File: src/rtl/signed_minmax_tracker_pkg.sv
`default_nettype none
// ============================================================================
// Module      : minmax_pkg
// Description : Shared state encoding and default sizing for the signed
//               min/max tracker.
// Revision    : 1.0 - initial release
// ============================================================================
package minmax_pkg;

    localparam int c_default_width   = 8;
    localparam int c_default_max_len = 16;

    typedef enum logic [1:0] {
        IDLE  = 2'd0,
        ACCUM = 2'd1,
        HOLD  = 2'd2
    } state_t;

endpackage : minmax_pkg
`default_nettype wire

File: src/rtl/signed_minmax_tracker_if.sv
`default_nettype none
// ============================================================================
// Module      : signed_minmax_tracker_if
// Description : Sample stream in, per-frame result stream out.
// Revision    : 1.0 - initial release
// ============================================================================
interface signed_minmax_tracker_if #(
    parameter int WIDTH = minmax_pkg::c_default_width,
    parameter int IDX_W = $clog2(minmax_pkg::c_default_max_len),
    parameter int CNT_W = $clog2(minmax_pkg::c_default_max_len + 1)
) ();

    logic                    s_valid;
    logic                    s_ready;
    logic signed [WIDTH-1:0] s_data;
    logic                    s_last;

    logic                    m_valid;
    logic                    m_ready;
    logic signed [WIDTH-1:0] m_min;
    logic signed [WIDTH-1:0] m_max;
    logic [IDX_W-1:0]        m_min_idx;
    logic [IDX_W-1:0]        m_max_idx;
    logic [CNT_W-1:0]        m_count;
    logic                    m_trunc;

    // The tracker itself is the slave; the sample source / result sink is the master.
    modport slave (
        input  s_valid, s_data, s_last, m_ready,
        output s_ready, m_valid, m_min, m_max, m_min_idx, m_max_idx, m_count, m_trunc
    );

    modport master (
        output s_valid, s_data, s_last, m_ready,
        input  s_ready, m_valid, m_min, m_max, m_min_idx, m_max_idx, m_count, m_trunc
    );

endinterface : signed_minmax_tracker_if
`default_nettype wire

File: src/rtl/signed_minmax_tracker_cmp.sv
`default_nettype none
// ============================================================================
// Module      : signed_cmp
// Description : Combinational 2's-complement compare, sign bit decides first.
// Revision    : 1.0 - initial release
// ============================================================================
module signed_cmp #(
    parameter int WIDTH = 8
) (
    input  logic [WIDTH-1:0] i_a,
    input  logic [WIDTH-1:0] i_b,
    output logic             gt,
    output logic             lt,
    output logic             eq
);

    logic             w_sign_a;
    logic             w_sign_b;
    logic [WIDTH-2:0] w_mag_a;
    logic [WIDTH-2:0] w_mag_b;

    assign w_sign_a = i_a[WIDTH-1];
    assign w_sign_b = i_b[WIDTH-1];
    assign w_mag_a  = i_a[WIDTH-2:0];
    assign w_mag_b  = i_b[WIDTH-2:0];

    always_comb begin
        gt = 1'b0;
        lt = 1'b0;
        if (w_sign_a != w_sign_b) begin
            // A clear sign bit means non-negative, which outranks any negative.
            gt = w_sign_b;
            lt = w_sign_a;
        end else begin
            gt = (w_mag_a > w_mag_b);
            lt = (w_mag_a < w_mag_b);
        end
    end

    assign eq = (i_a == i_b);

endmodule : signed_cmp
`default_nettype wire

File: src/rtl/signed_minmax_tracker.sv
`default_nettype none
// ============================================================================
// Module      : signed_minmax_tracker
// Description : Per-frame signed minimum/maximum with first-occurrence
//               indices and sample count over a valid/ready stream.
// Revision    : 1.0 - initial release
// ============================================================================
module signed_minmax_tracker
    import minmax_pkg::*;
#(
    parameter int WIDTH   = c_default_width,
    parameter int MAX_LEN = c_default_max_len,
    parameter int IDX_W   = $clog2(MAX_LEN),
    parameter int CNT_W   = $clog2(MAX_LEN + 1)
) (
    input  logic                   clk,
    input  logic                   rst_n,
    signed_minmax_tracker_if.slave bus
);

    localparam logic [CNT_W-1:0] c_one     = CNT_W'(1);
    localparam logic [CNT_W-1:0] c_max_cnt = CNT_W'(MAX_LEN);

    state_t r_state;
    state_t w_state_nxt;

    // Running accumulators for the frame in progress
    logic signed [WIDTH-1:0] r_acc_min;
    logic signed [WIDTH-1:0] r_acc_max;
    logic [IDX_W-1:0]        r_acc_min_idx;
    logic [IDX_W-1:0]        r_acc_max_idx;
    logic [CNT_W-1:0]        r_acc_cnt;

    // Published result, only reloaded when a frame closes
    logic signed [WIDTH-1:0] r_out_min;
    logic signed [WIDTH-1:0] r_out_max;
    logic [IDX_W-1:0]        r_out_min_idx;
    logic [IDX_W-1:0]        r_out_max_idx;
    logic [CNT_W-1:0]        r_out_cnt;
    logic                    r_out_trunc;

    logic signed [WIDTH-1:0] w_min_nxt;
    logic signed [WIDTH-1:0] w_max_nxt;
    logic [IDX_W-1:0]        w_min_idx_nxt;
    logic [IDX_W-1:0]        w_max_idx_nxt;
    logic [CNT_W-1:0]        w_cnt_nxt;

    logic             w_accept;
    logic             w_first;
    logic             w_full;
    logic             w_close;
    logic [IDX_W-1:0] w_pos;
    logic             w_gt_min;
    logic             w_lt_min;
    logic             w_eq_min;
    logic             w_gt_max;
    logic             w_lt_max;
    logic             w_eq_max;
    logic             w_unused;

    signed_cmp #(.WIDTH(WIDTH)) u_cmp_min (
        .i_a (bus.s_data),
        .i_b (r_acc_min),
        .gt  (w_gt_min),
        .lt  (w_lt_min),
        .eq  (w_eq_min)
    );

    signed_cmp #(.WIDTH(WIDTH)) u_cmp_max (
        .i_a (bus.s_data),
        .i_b (r_acc_max),
        .gt  (w_gt_max),
        .lt  (w_lt_max),
        .eq  (w_eq_max)
    );

    // Only strict lt/gt matter: ties leave the earlier index in place.
    assign w_unused = &{1'b0, w_gt_min, w_eq_min, w_lt_max, w_eq_max};

    assign bus.s_ready = (r_state != HOLD);
    assign w_accept    = bus.s_valid && bus.s_ready;
    assign w_first     = (r_state == IDLE);
    assign w_pos       = r_acc_cnt[IDX_W-1:0];

    always_comb begin
        w_min_nxt     = r_acc_min;
        w_max_nxt     = r_acc_max;
        w_min_idx_nxt = r_acc_min_idx;
        w_max_idx_nxt = r_acc_max_idx;
        w_cnt_nxt     = r_acc_cnt;
        if (w_first) begin
            w_min_nxt     = bus.s_data;
            w_max_nxt     = bus.s_data;
            w_min_idx_nxt = '0;
            w_max_idx_nxt = '0;
            w_cnt_nxt     = c_one;
        end else begin
            if (w_lt_min) begin
                w_min_nxt     = bus.s_data;
                w_min_idx_nxt = w_pos;
            end
            if (w_gt_max) begin
                w_max_nxt     = bus.s_data;
                w_max_idx_nxt = w_pos;
            end
            w_cnt_nxt = r_acc_cnt + c_one;
        end
    end

    assign w_full  = (w_cnt_nxt == c_max_cnt);
    assign w_close = w_accept && (bus.s_last || w_full);

    always_ff @(posedge clk or negedge rst_n) begin
        if (!rst_n) begin
            r_state <= IDLE;
        end else begin
            r_state <= w_state_nxt;
        end
    end

    always_comb begin
        w_state_nxt = r_state;
        case (r_state)
            IDLE: begin
                if (w_accept) begin
                    w_state_nxt = w_close ? HOLD : ACCUM;
                end
            end
            ACCUM: begin
                if (w_close) begin
                    w_state_nxt = HOLD;
                end
            end
            HOLD: begin
                if (bus.m_ready) begin
                    w_state_nxt = IDLE;
                end
            end
            default: w_state_nxt = IDLE;
        endcase
    end

    always_ff @(posedge clk or negedge rst_n) begin
        if (!rst_n) begin
            r_acc_min     <= '0;
            r_acc_max     <= '0;
            r_acc_min_idx <= '0;
            r_acc_max_idx <= '0;
            r_acc_cnt     <= '0;
            r_out_min     <= '0;
            r_out_max     <= '0;
            r_out_min_idx <= '0;
            r_out_max_idx <= '0;
            r_out_cnt     <= '0;
            r_out_trunc   <= 1'b0;
        end else begin
            if (w_accept) begin
                r_acc_min     <= w_min_nxt;
                r_acc_max     <= w_max_nxt;
                r_acc_min_idx <= w_min_idx_nxt;
                r_acc_max_idx <= w_max_idx_nxt;
                r_acc_cnt     <= w_cnt_nxt;
            end
            if (w_close) begin
                r_out_min     <= w_min_nxt;
                r_out_max     <= w_max_nxt;
                r_out_min_idx <= w_min_idx_nxt;
                r_out_max_idx <= w_max_idx_nxt;
                r_out_cnt     <= w_cnt_nxt;
                r_out_trunc   <= w_full && !bus.s_last;
            end
        end
    end

    assign bus.m_valid   = (r_state == HOLD);
    assign bus.m_min     = r_out_min;
    assign bus.m_max     = r_out_max;
    assign bus.m_min_idx = r_out_min_idx;
    assign bus.m_max_idx = r_out_max_idx;
    assign bus.m_count   = r_out_cnt;
    assign bus.m_trunc   = r_out_trunc;

endmodule : signed_minmax_tracker
`default_nettype wire

File: src/flat_wrapper.sv
// flat-port wrapper written by rule: the top's interface ports become plain ports
module signed_minmax_tracker_flat import minmax_pkg::*;
#(
    parameter int WIDTH   = c_default_width,
    parameter int MAX_LEN = c_default_max_len,
    parameter int IDX_W   = $clog2(MAX_LEN),
    parameter int CNT_W   = $clog2(MAX_LEN + 1)
)
  (clk, rst_n, bus_s_valid, bus_s_data, bus_s_last, bus_m_ready, bus_s_ready, bus_m_valid, bus_m_min, bus_m_max, bus_m_min_idx, bus_m_max_idx, bus_m_count, bus_m_trunc);
  signed_minmax_tracker_if #(.WIDTH(WIDTH), .IDX_W(IDX_W), .CNT_W(CNT_W)) bus_i ();
  input  logic clk;
  input  logic rst_n;
  input wire logic [$bits(bus_i.s_valid)-1:0] bus_s_valid;
  input wire logic [$bits(bus_i.s_data)-1:0] bus_s_data;
  input wire logic [$bits(bus_i.s_last)-1:0] bus_s_last;
  input wire logic [$bits(bus_i.m_ready)-1:0] bus_m_ready;
  output wire logic [$bits(bus_i.s_ready)-1:0] bus_s_ready;
  output wire logic [$bits(bus_i.m_valid)-1:0] bus_m_valid;
  output wire logic [$bits(bus_i.m_min)-1:0] bus_m_min;
  output wire logic [$bits(bus_i.m_max)-1:0] bus_m_max;
  output wire logic [$bits(bus_i.m_min_idx)-1:0] bus_m_min_idx;
  output wire logic [$bits(bus_i.m_max_idx)-1:0] bus_m_max_idx;
  output wire logic [$bits(bus_i.m_count)-1:0] bus_m_count;
  output wire logic [$bits(bus_i.m_trunc)-1:0] bus_m_trunc;
  assign bus_i.s_valid = bus_s_valid;
  assign bus_i.s_data = bus_s_data;
  assign bus_i.s_last = bus_s_last;
  assign bus_i.m_ready = bus_m_ready;
  assign bus_s_ready = bus_i.s_ready;
  assign bus_m_valid = bus_i.m_valid;
  assign bus_m_min = bus_i.m_min;
  assign bus_m_max = bus_i.m_max;
  assign bus_m_min_idx = bus_i.m_min_idx;
  assign bus_m_max_idx = bus_i.m_max_idx;
  assign bus_m_count = bus_i.m_count;
  assign bus_m_trunc = bus_i.m_trunc;
  signed_minmax_tracker #(.WIDTH(WIDTH), .MAX_LEN(MAX_LEN), .IDX_W(IDX_W), .CNT_W(CNT_W)) u_core (.clk(clk), .rst_n(rst_n), .bus(bus_i));
endmodule
File: config.mk
export PLATFORM = sky130hd
export DESIGN_NAME = signed_minmax_tracker_flat
export DESIGN_NICKNAME = d
export VERILOG_FILES = /design/src/rtl/signed_minmax_tracker_pkg.sv /design/src/rtl/signed_minmax_tracker_if.sv /design/src/rtl/signed_minmax_tracker_cmp.sv /design/src/rtl/signed_minmax_tracker.sv /design/src/flat_wrapper.sv
export SDC_FILE = /design/constraint.sdc
export NUM_CORES = 1
export LEC_CHECK = 0
export ABC_CLOCK_PERIOD_IN_PS = 5400
export BUFFER_PORTS_ARGS = -buffer_cell sky130_fd_sc_hd__buf_2
export CORE_MARGIN = 2
export CORE_UTILIZATION = 55
export CTS_CLUSTER_DIAMETER = 100
export DETAILED_ROUTE_END_ITERATION = 12
export GPL_TIMING_DRIVEN = 1
export PLACE_DENSITY = 0.77
export SLEW_MARGIN = 20
export SYNTH_ARGS = -nofsm -noshare
export SYNTH_HDL_FRONTEND = slang
export SYNTH_SLANG_ARGS = --single-unit
File: constraint.sdc
create_clock -name clk -period 5.4 [get_ports clk]
set_input_delay 1.08 -clock clk [delete_from_list [all_inputs] [get_ports clk]]
set_output_delay 1.08 -clock clk [all_outputs]
set_load 0.02 [all_outputs]
### Word level (Yosys, flattened, before mapping)

Index checks and enable logic that the tools add are counted.

| cells by class | value |
|---|---|
| $add $sub $neg | 1 |
| order comparisons | 2 |
| eq/ne operators | 9 |
| mux-type cells | 16 |
| reductions and logical operators | 7 |

Operators by type and width:

| kind | number |
|---|---|
| 8-bit 2-to-1 mux | 4 |
| 4-bit 2-to-1 mux | 4 |
| 2-bit 2-to-1 mux | 4 |
| 7-bit greater-than comparator | 1 |
| 7-bit less-than comparator | 1 |
| 2-bit case mux with 3 select lines | 1 |
| 5-bit by 1-bit adder with 5-bit output, second input constant | 1 |
| 5-bit == test, second input constant | 1 |
| 5-bit 2-to-1 mux | 1 |
| 2-bit by 1-bit inequality test with 1-bit output, second input constant | 2 |
| 2-bit inequality test, second input constant | 2 |
| 1-bit logical AND | 3 |
| 3-bit AND reduction | 1 |
| 2-bit by 1-bit == test with 1-bit output, second input constant | 1 |
| 2-bit == test, second input constant | 1 |
| 2-bit logical NOT | 1 |
| 1-bit 2-to-1 mux | 2 |
| 1-bit inequality test | 2 |
| 1-bit logical NOT | 1 |
| 1-bit logical OR | 1 |

| word-level totals | value |
|---|---|
| register bits | 61 |
| bits of input ports | 13 |
| output and inout port bits | 32 |
| logic and storage cells | 47 |

### Depth between registers and ports, before layout

Gate-level depths: netlist of run 1.

| depth | value |
|---|---|
| depth after elaboration | 8 |
| gate-level depth with buffers | 9 |
| mapped depth without buffers | 7 |

### Modules after synthesis

Synthesis of run 1 repeated with hierarchy kept, for this count alone.

| unflattened totals | value |
|---|---|
| cells, all modules | 375 |
| area total of the unflattened synthesis | 3702.3 µm² |

Modules (own cells, without submodules):

| module | times used | cells each | area each (µm²) | sequential area each (µm²) |
|---|---|---|---|---|
| signed_minmax_tracker | 1 | 317 | 3275.6 | 1526.5 |
| signed_cmp (u_core.u_cmp_max) | 1 | 29 | 215.2 | 0.0 |
| signed_cmp (u_core.u_cmp_min) | 1 | 29 | 211.5 | 0.0 |

### Worst setup path before layout of run 1

OpenSTA, ideal clock, no wires.

| timing | value |
|---|---|
| path kind | input to register |
| start | input port bus_s_data[4] |
| end | register u_core.r_acc_max[1] |
| library setup time | 0.125 ns |
| data arrival time | 2.834 ns |
| data required time | 5.275 ns |
| path slack | 2.442 ns |
| stages | 8 |
| path buffers | 2 |
| cell sequence | ha_1 a211oi_1 o21ai_0 o21a_1 clkbuf_1 o21ai_0 buf_2 mux2_2 |

| on the way | value |
|---|---|
| word-level cells in the longest chain between the ends | 4 |

Ends and longest elaborated chain:

| what | RTL line | text |
|---|---|---|
| start: declaration | flat_wrapper.sv:14 | `input wire logic [$bits(bus_i.s_data)-1:0] bus_s_data;` |
| 7-bit greater-than comparator | signed_minmax_tracker_cmp.sv:35 | `gt = (w_mag_a > w_mag_b);` |
| 1-bit 2-to-1 mux | signed_minmax_tracker_cmp.sv:30 | `if (w_sign_a != w_sign_b) begin` |
| 8-bit 2-to-1 mux | signed_minmax_tracker.sv:102 | `if (w_gt_max) begin` |
| 8-bit 2-to-1 mux | signed_minmax_tracker.sv:91 | `if (w_first) begin` |
| end signal: assignment | signed_minmax_tracker.sv:159 | `r_acc_max <= w_max_nxt;` |
| end: declaration | signed_minmax_tracker.sv:29 | `logic signed [WIDTH-1:0] r_acc_max;` |

Every way passes these cells.
A chain may end at the register's enable or synchronous reset.

### Final worst setup path of run 1

| timing | value |
|---|---|
| start | input port bus_s_data[6] |
| end | register u_core.r_out_max[6], in the netlist u_core.bus.m_max[6] |

| on the way | value |
|---|---|
| word-level cells in the longest chain between the ends | 4 |

Ends and longest elaborated chain:

| what | RTL line | text |
|---|---|---|
| 7-bit greater-than comparator | signed_minmax_tracker_cmp.sv:35 |  |
| 1-bit 2-to-1 mux | signed_minmax_tracker_cmp.sv:30 |  |
| 8-bit 2-to-1 mux | signed_minmax_tracker.sv:102 |  |
| 8-bit 2-to-1 mux * | signed_minmax_tracker.sv:91 |  |
| end signal: assignment | signed_minmax_tracker.sv:166 | `r_out_max <= w_max_nxt;` |
| end: declaration | signed_minmax_tracker.sv:36 | `logic signed [WIDTH-1:0] r_out_max;` |

Mark *: on every way between the ends. The rest lies on a longest branch, timed or not.

==> flow_summary.toml, run 1 <==
[outcome]
status = "completed"

[worst_hold_path]
hp-class = "reg -> reg"
holdPathStages = 2

[pwr]
p_switching_uw = 730
power.density_nw_per_um2 = 524
combPwrFrac = 0.396
vdd_ir_drop_max_mv = 0.283
netSwitchingFraction = 0.381
clkPwrFrac = 0.222
seq_power_share = 0.382
p_int_mw = 1.19
power_leakage_nw = 1.76

[placement]
io_buffers = 44
hpwl_mm = 4.72
dp_slack_ns = 2.02
gp_congestion = 0.814

[logic_synthesis]
synth_cell_types = 44
synth_async_sr_flop_share = 1.00
synth_edf_count = 0
synth-main-ff-cell = "dfrtp_1"
syn_avg_cell_area_um2 = 10.9
ys.warnings.count = 0
synth.top_cell.area_share = 0.481
synth_area_leader_cell = "dfrtp_1"
netlist_instances = 292
ys_ff_latch = 61
ys_seq_area_frac = 0.481
synth_nets = 321
synth_area_um2 = 3180
synthTopCellsByArea = "dfrtp_1, mux2_2, ha_1"

[floorplanning]
row_count = 27
io_pins = 45
die_area_um2 = 6400
die_w_um = 80
die_h_um = 80
core_area_um2 = 5540
start_util = 0.573

[sta]
worst_pin_slew_ns = 0.861
finalHoldViolations = 0
slew_headroom = 0.423
slew_viol_final = 0
max_freq_mhz = 332
skew_ns = 0.00583
setup_violations = 0
rsz0062_at_grt = "no"
layout_min_cycle_time_ns = 3.01
period_share = 0.557
fin_setup_tns_ns = 0
hold_slack_ns = 0.481
fin_ws_ns = 2.39

[worst_setup_path]
slowest_delay_ns = 0.57
worstSetupPathType = "in -> reg"
slowest_stage = "o22ai_1"
crit_fanout = 7
critPathCaptureType = "flip-flop"
crit_chain = "buf_2, ha_1, nand4_1, o31a_1, o22ai_1, mux2_2, mux2_1"
reg2regPathDepth = 6
cp.required_ns = 5.62
cp.arrival_ns = 3.23
startpoint_type = "input port"

[finish]
final_common_cell = "dfrtp_1"
multi_input_area_um2 = 1500
regArea_um2 = 1530
final_cell_mix = "dfrtp_1, buf_2, mux2_2"
areaGrowthSynthToFinish_pct = 15.1
fillers = 445
fin_nets = 365
drive_gt1_frac = 0.284
diodes = 0

[detailed_routing]
drc = 0
drt-total-wl_mm = 6.69
ant_nets = 0
drt-initial-drc-count = 180
wl_per_cell_um = 16.2
vias = 2414
avgViaCountPerCell = 5.85
first_pass_iters = 4

[grt]
antenna_found_initial = 0
grt_pass1_vias = 2358
track_usage = 0.229
grt_overflow = 0
grt_max_degree = 62
grt_pass1_wl_mm = 11.1

[clocking]
postCtsSetupRepairBufs = 0
clk_latency_ns = 0.34
cts_root_buffer = "clkbuf_8"
cts_resized = 0
numClockSinks = 61
cts_tree = "built"
clk_pin_slew_ns = 0.06
clk_path_buf_depth = 2
numCtsBuffers = 9
htree_levels = 3
cts_hold_buf = 0

[flow_run]
cap_violations = 0
## sequential cells by signal, summed over array words and instances, names as in the netlist
name / count
u_core.bus.m_max: 8
u_core.bus.m_min: 8
u_core.r_acc_max: 8
u_core.r_acc_min: 8
u_core.bus.m_count: 5
u_core.r_acc_cnt: 5
u_core.bus.m_max_idx: 4
u_core.bus.m_min_idx: 4
u_core.r_acc_max_idx: 4
u_core.r_acc_min_idx: 4
u_core.r_state: 2
u_core.bus.m_trunc: 1
## final cells by class
type / count / share of cell area
Sequential cell: 61 / 0.418
Multi-Input combinational cell: 196 / 0.411
Timing Repair Buffer: 48 / 0.0684
Clock buffer: 12 / 0.0452
Tap cell: 72 / 0.0246
Inverter: 20 / 0.0205
Clock inverter: 4 / 0.0123
## critical path, delay by kind of cell
family | cells | cell delay [ns]
compound gates | 2 | 0.88
mux | 2 | 0.71
fa+ha+maj | 1 | 0.30
buf+inv | 1 | 0.14
simple gates | 1 | 0.12
## layer usage
| layer | up-vias | share of wire | track usage |
|---|---|---|---|
| met5 | - | 0 | 0 |
| met4 | 0 | 0.021 | 0.102 |
| met3 | 12 | 0.048 | 0.0622 |
| met2 | 54 | 0.47 | 0.360 |
| met1 | 1202 | 0.46 | 0.297 |
| li1 | 1146 | - | - |
## metrics by stage
| step | total power [mW] | util | cells | area (um2) |
|---|---|---|---|---|
| 2_1_floorplan | 1.27 | - | 292 | 3180 |
| 3_3_place_gp | 1.47 | 0.621 | 396 | 3440 |
| 3_5_place_dp | 1.49 | 0.621 | 396 | 3440 |
| 4_1_cts | 1.93 | 0.659 | 412 | 3650 |
| 5_1_grt | 2.04 | 0.660 | 413 | 3660 |
| 6_report | 1.92 | 0.660 | 413 | 3660 |
## cells in the mapped netlist (2+ instances only)
cell      instances
dfrtp_1          61
a211oi_1          9
a31oi_1           8
inv_1            20
clkbuf_1          9
nand4_1           3
mux2_2           28
nand2b_1          2
mux2i_1          11
a22o_1            5
mux2_1            9
nand3_1          11
xor2_1            3
nand2_1          24
and2_1            2
ha_1             16
o31ai_1           4
buf_2             3
a21oi_1           9
and3_1            2
o211ai_1          6
o21ai_0          19
nor2_1            7
## worst paths after layout
kind / slack, ns / from / end
setup reg to reg: 2.61 / u_core.r_acc_cnt[0]$_DFFE_PN0P_ / u_core.bus.m_min[7]$_DFFE_PN0P_
setup / recovery: 2.39 / bus_s_data[6] / u_core.bus.m_max[6]$_DFFE_PN0P_
min in group asynchronous: 0.88 / rst_n / u_core.bus.m_max[4]$_DFFE_PN0P_
hold reg to reg: 0.48 / u_core.r_acc_min_idx[3]$_DFFE_PN0P_ / u_core.r_acc_min_idx[3]$_DFFE_PN0P_
hold / removal: 0.48 / u_core.r_acc_min_idx[3]$_DFFE_PN0P_ / u_core.r_acc_min_idx[3]$_DFFE_PN0P_
max in group asynchronous: 4.00 / rst_n / u_core.bus.m_min[2]$_DFFE_PN0P_
## cell families (layout without fill, tap and decap cells)
kind of cell	Yosys count	count (layout)	synth area share
AO/OA/AOI/OAI	69	69	0.143
flip-flops	61	61	0.481
AND/OR/NAND/NOR	60	60	0.0930
multiplexers	48	48	0.166
buffers and inverters	35	84	0.0461
adder cells (fa/ha/maj)	16	16	0.0630
XOR/XNOR	3	3	0.00827
## power by group through the flow
stage | clock network [mW] | registers (mW) | logic, mW
after global placement | 0 | 0.731 | 0.735
after floorplan | 0 | 0.805 | 0.466
after detailed placement | 0 | 0.738 | 0.756
after CTS | 0.434 | 0.731 | 0.761
after global routing | 0.452 | 0.753 | 0.840
final | 0.425 | 0.732 | 0.760
Power figures use the tool's default switching activity.
==> run 2, diff against run 1 <==
--- a/config.mk
+++ b/config.mk
@@ -5,14 +5,14 @@
 export SDC_FILE = /design/constraint.sdc
 export NUM_CORES = 1
 export LEC_CHECK = 0
-export ABC_CLOCK_PERIOD_IN_PS = 5400
+export ABC_CLOCK_PERIOD_IN_PS = 2600
 export BUFFER_PORTS_ARGS = -buffer_cell sky130_fd_sc_hd__buf_2
 export CORE_MARGIN = 2
-export CORE_UTILIZATION = 55
+export CORE_UTILIZATION = 52
 export CTS_CLUSTER_DIAMETER = 100
 export DETAILED_ROUTE_END_ITERATION = 12
 export GPL_TIMING_DRIVEN = 1
-export PLACE_DENSITY = 0.77
+export PLACE_DENSITY = 0.76
 export SLEW_MARGIN = 20
 export SYNTH_ARGS = -nofsm -noshare
 export SYNTH_HDL_FRONTEND = slang
==> constraint.sdc (replaced) <==
create_clock -name clk -period 2.6 [get_ports clk]
set_input_delay 0.52 -clock clk [delete_from_list [all_inputs] [get_ports clk]]
set_output_delay 0.52 -clock clk [all_outputs]
set_load 0.02 [all_outputs]
==> run 2 against run 1 <==
Compared with the run above:
- sequential share of layout area fell by 0.69 points
- clock skew increased by 0.0021 ns
- clock power is 63% higher
- routed wire length increased by 1.4%
- die area up 5.5%
- worst hold slack got worse by 0.27 ns
- critical path depth is the same
- setup slack worse by 2.1 ns
- largest cell class unchanged
==> flow_summary.toml, run 2 (synthesis gave the netlist of run 1 again) <==
[grt]
grt_pass1_wl_mm = 11.4
grt_pass1_vias = 2351
grt_overflow = 0
antenna_found_initial = 0
track_usage = 0.226
grt_max_degree = 36

[worst_setup_path]
rrSetupSlack_ns = 0.28
cp.arrival_ns = 2.53
critPathCaptureType = "flip-flop"
cp.required_ns = 2.81
worstSetupPathType = "reg -> reg"
startpoint_type = "flip-flop"
r2r_start = "u_core.r_acc_cnt[1]$_DFFE_PN0P_"
r2r-end = "u_core.bus.m_max[0]$_DFFE_PN0P_"
crit_fanout = 17
reg2regPathDepth = 7

[clocking]
cts_resized = 0
cts_root_buffer = "clkbuf_8"
clk_latency_ns = 0.33
postCtsSetupRepairBufs = 0
numCtsBuffers = 9
numClockSinks = 61
clk_pin_slew_ns = 0.07
clk_path_buf_depth = 2
cts_tree = "built"
htree_levels = 3
cts_hold_buf = 0

[floorplanning]
die_area_um2 = 6750
row_count = 28
start_util = 0.537
die_w_um = 82.2
core_area_um2 = 5920
die_h_um = 82.2
io_pins = 45

[sta]
setup_violations = 0
fin_setup_tns_ns = 0
fin_ws_ns = 0.282
slew_headroom = 0.576
period_share = 0.892
max_freq_mhz = 431
rsz0062_at_grt = "no"
worst_pin_slew_ns = 0.636
skew_ns = 0.00792
hold_slack_ns = 0.207
slew_viol_final = 0
layout_min_cycle_time_ns = 2.32
finalHoldViolations = 0

[finish]
final_common_cell = "dfrtp_1"
diodes = 0
drive_gt1_frac = 0.303
fillers = 480
fin_nets = 377
areaGrowthSynthToFinish_pct = 17.0
final_cell_mix = "dfrtp_1, buf_2, mux2_2"

[detailed_routing]
ant_nets = 0
avgViaCountPerCell = 5.74
drc = 0
wl_per_cell_um = 16.0
drt-initial-drc-count = 146
vias = 2439
first_pass_iters = 5
drt-total-wl_mm = 6.79

[flow_run]
cap_violations = 0

[pwr]
power.density_nw_per_um2 = 1040
power.total_mw = 3.87
vdd_ir_drop_max_mv = 0.603
power_leakage_nw = 1.80

[outcome]
status = "completed"

[placement]
io_buffers = 44
dp_slack_ns = 0.0714
gp_congestion = 0.818
hpwl_mm = 4.90

[worst_hold_path]
hp-class = "in -> async"
[run 2: cell types whose count changed in the layout (fill, tap and decap cells not counted), sizes merged]
cell and change:
buf +13, clkbuf -3, bufinv -1
[run 2: per-layer routing]
layer / vias up / routed length (um) / GRT usage
li1: 1172 / - / -
met1: 1202 / 3370 / 0.324
met2: 63 / 3040 / 0.342
met3: 2 / 353 / 0.0576
met4: 0 / 27 / 0.0650
met5: - / 0 / 0
[run 2: where the power goes]
group	switching [mW]	internal, mW	total (mW)
Combinational	0.943	0.730	1.67
Sequential	0.220	1.28	1.50
Clock	0.343	0.350	0.693
Total	1.51	2.36	3.87
[run 2: worst max-delay path by stage]
stage / from / endpoint / cells past startpoint
final: u_core.r_acc_cnt[1]$_DFFE_PN0P_ / u_core.bus.m_max[0]$_DFFE_PN0P_ / 7
after global routing: u_core.r_acc_cnt[1]$_DFFE_PN0P_ / u_core.bus.m_min[7]$_DFFE_PN0P_ / 7
after CTS: u_core.r_acc_cnt[1]$_DFFE_PN0P_ / u_core.bus.m_max[0]$_DFFE_PN0P_ / 7
after detailed placement: bus_s_data[4] / u_core.bus.m_max[3]$_DFFE_PN0P_ / 8
after global placement: bus_s_data[4] / u_core.bus.m_max[6]$_DFFE_PN0P_ / 8
after floorplan: bus_s_data[4] / u_core.r_acc_max[1]$_DFFE_PN0P_ / 8
[run 2: metrics by stage]
step	cell area, um2	utilization	instances
6_report	3720	0.628	425
4_1_cts	3720	0.628	425
2_1_floorplan	3180	-	292
3_5_place_dp	3560	0.602	412
3_3_place_gp	3560	0.602	412
5_1_grt	3720	0.628	425
[run 2: worst max-delay path: stages, from the launching register on]
cell and delay (ns):
dfrtp_1 0.45, ha_1 0.26, nand3_1 0.11, xor2_1 0.19, or3_1 0.44, o21ai_4 0.20
buf_12 0.18, mux2_2 0.35
[run 2: layout make-up]
class	count	area [um2]	area share
flip-flops and latches	61	1530	0.411
repair buffers	60	365	0.0983
clock buffers	10	138	0.0370
well taps	75	93.8	0.0252
multi-input cells	196	1500	0.405
inverters	20	75.1	0.0202
clock inverters	3	15.0	0.00404
==> run 3, diff against run 2 <==
--- a/config.mk
+++ b/config.mk
@@ -5,14 +5,14 @@
 export SDC_FILE = /design/constraint.sdc
 export NUM_CORES = 1
 export LEC_CHECK = 0
-export ABC_CLOCK_PERIOD_IN_PS = 2600
+export ABC_CLOCK_PERIOD_IN_PS = 2500
 export BUFFER_PORTS_ARGS = -buffer_cell sky130_fd_sc_hd__buf_2
 export CORE_MARGIN = 2
-export CORE_UTILIZATION = 52
+export CORE_UTILIZATION = 55
 export CTS_CLUSTER_DIAMETER = 100
 export DETAILED_ROUTE_END_ITERATION = 12
 export GPL_TIMING_DRIVEN = 1
-export PLACE_DENSITY = 0.76
+export PLACE_DENSITY = 0.77
 export SLEW_MARGIN = 20
 export SYNTH_ARGS = -nofsm -noshare
 export SYNTH_HDL_FRONTEND = slang
==> constraint.sdc (replaced) <==
create_clock -name clk -period 2.5 [get_ports clk]
set_input_delay 0.5 -clock clk [delete_from_list [all_inputs] [get_ports clk]]
set_output_delay 0.5 -clock clk [all_outputs]
set_load 0.02 [all_outputs]
==> run 3 against run 2 <==
Compared with the run above:
- non-clock buffer count rose by 5
- worst hold slack got worse by 0.017 ns
- clock power is 21% higher
- sequential power is 5% higher
- register-to-register slack worse by 0.11 ns
- global-route usage grew 1.8 points
- maximum frequency fell by 0.55%
- cell count is 1.2% higher
- total power is 8.5% higher
- die area shrank 5.2%
- core utilization grew 5.7 points
==> flow_summary.toml, run 3 (synthesis gave the netlist of run 1 again) <==
[clocking]
htree_levels = 3
cts_tree = "built"
numCtsBuffers = 9
clk_path_buf_depth = 2
cts_hold_buf = 0
numClockSinks = 61
clk_latency_ns = 0.33
cts_resized = 0
clk_pin_slew_ns = 0.07
cts_root_buffer = "clkbuf_8"
postCtsSetupRepairBufs = 0

[sta]
period_share = 0.932
setup_violations = 0
slew_viol_final = 0
fin_ws_ns = 0.169
worst_pin_slew_ns = 0.772
rsz0062_at_grt = "no"
skew_ns = 0.00879
slew_headroom = 0.483
fin_setup_tns_ns = 0
hold_slack_ns = 0.190
finalHoldViolations = 0
max_freq_mhz = 429
layout_min_cycle_time_ns = 2.33

[placement]
gp_congestion = 0.853
io_buffers = 44
dp_slack_ns = -0.00200
hpwl_mm = 5.15
place_area_um2 = 3600
dp.cells = 414

[pwr]
power.total_mw = 4.20
power.density_nw_per_um2 = 1110
vdd_ir_drop_max_mv = 0.815
power_leakage_nw = 1.84

[grt]
track_usage = 0.244
grt_overflow = 0
grt_max_degree = 34
grt_pass1_wl_mm = 11.8
grt_pass1_vias = 2458
antenna_found_initial = 0

[worst_setup_path]
cp.required_ns = 2.71
crit_chain = "inv_1, ha_1, nand4_1, o31a_1, o22ai_1, buf_4, mux2_2, mux2_1"
cp.arrival_ns = 2.54
rrSetupSlack_ns = 0.17
critPathCaptureType = "flip-flop"
slowest_stage = "dfrtp_1"
worstSetupPathType = "reg -> reg"
startpoint_type = "flip-flop"
slowest_delay_ns = 0.38
crit_fanout = 5

[finish]
design_area_um2 = 3790
final_util = 0.685
diodes = 0
final_cells = 430
drive_gt1_frac = 0.318
areaGrowthSynthToFinish_pct = 19.5
fillers = 453
multi_input_area_um2 = 1500
regArea_um2 = 1530
fin_nets = 382
final_common_cell = "dfrtp_1"
final_cell_mix = "dfrtp_1, buf_2, mux2_2"

[detailed_routing]
avgViaCountPerCell = 5.71
ant_nets = 0
drt-initial-drc-count = 173
first_pass_iters = 5
drc = 0
drt-total-wl_mm = 7.07
vias = 2456
wl_per_cell_um = 16.4

[floorplanning]
die_area_um2 = 6400
start_util = 0.573
die_h_um = 80
core_area_um2 = 5540
die_w_um = 80
row_count = 27
io_pins = 45

[worst_hold_path]
hp-class = "in -> async"

[outcome]
status = "completed"

[flow_run]
cap_violations = 0
run 3: worst paths after layout:
kind                            cells after the start                            start                             endpoint
worst max-delay path                                8  u_core.r_acc_max[6]$_DFFE_PN0P_      u_core.bus.m_max[6]$_DFFE_PN0P_
worst min-delay path                                1                            rst_n      u_core.bus.m_max[4]$_DFFE_PN0P_
worst max register to register                      8  u_core.r_acc_max[6]$_DFFE_PN0P_      u_core.bus.m_max[6]$_DFFE_PN0P_
worst min register to register                      1  u_core.bus.m_max[2]$_DFFE_PN0P_      u_core.bus.m_max[2]$_DFFE_PN0P_
max in group asynchronous                           2                            rst_n  u_core.bus.m_max_idx[3]$_DFFE_PN0P_
min in group clk                                    2                      bus_m_ready        u_core.r_state[1]$_DFFE_PN0P_
run 3: area by class of cell:
type                       count  area share
sequential                    61       0.402
multi-input combinational    196       0.396
timing repair buffer          65       0.106
clock buffer                  13      0.0471
tap                           72      0.0237
inverter                      20      0.0198
clock inverter                 3     0.00462
run 3: critical path, delay by kind of cell (launching register included):
kind                       cells  cell delay [ns]
DFF                            1             0.38
AOI/OAI and AO/OA              2             0.55
and+or+nand+nor                1             0.13
buffers and inverters          2             0.25
adders and majority gates      1             0.29
muxes                          2             0.63
run 3: power breakdown:
part	total (mW)	switching, mW	internal (mW)
clock network	0.841	0.376	0.465
registers	1.57	0.235	1.33
logic	1.79	0.998	0.791
run 3: layer usage:
layer,GRT usage,vias up,wire length (um),part of all wire
met1,0.335,1197,3310,0.47
li1,-,1187,-,-
met5,0,-,0,0
met3,0.0645,7,342,0.048
met2,0.376,65,3350,0.47
met4,0.0831,0,75,0.011
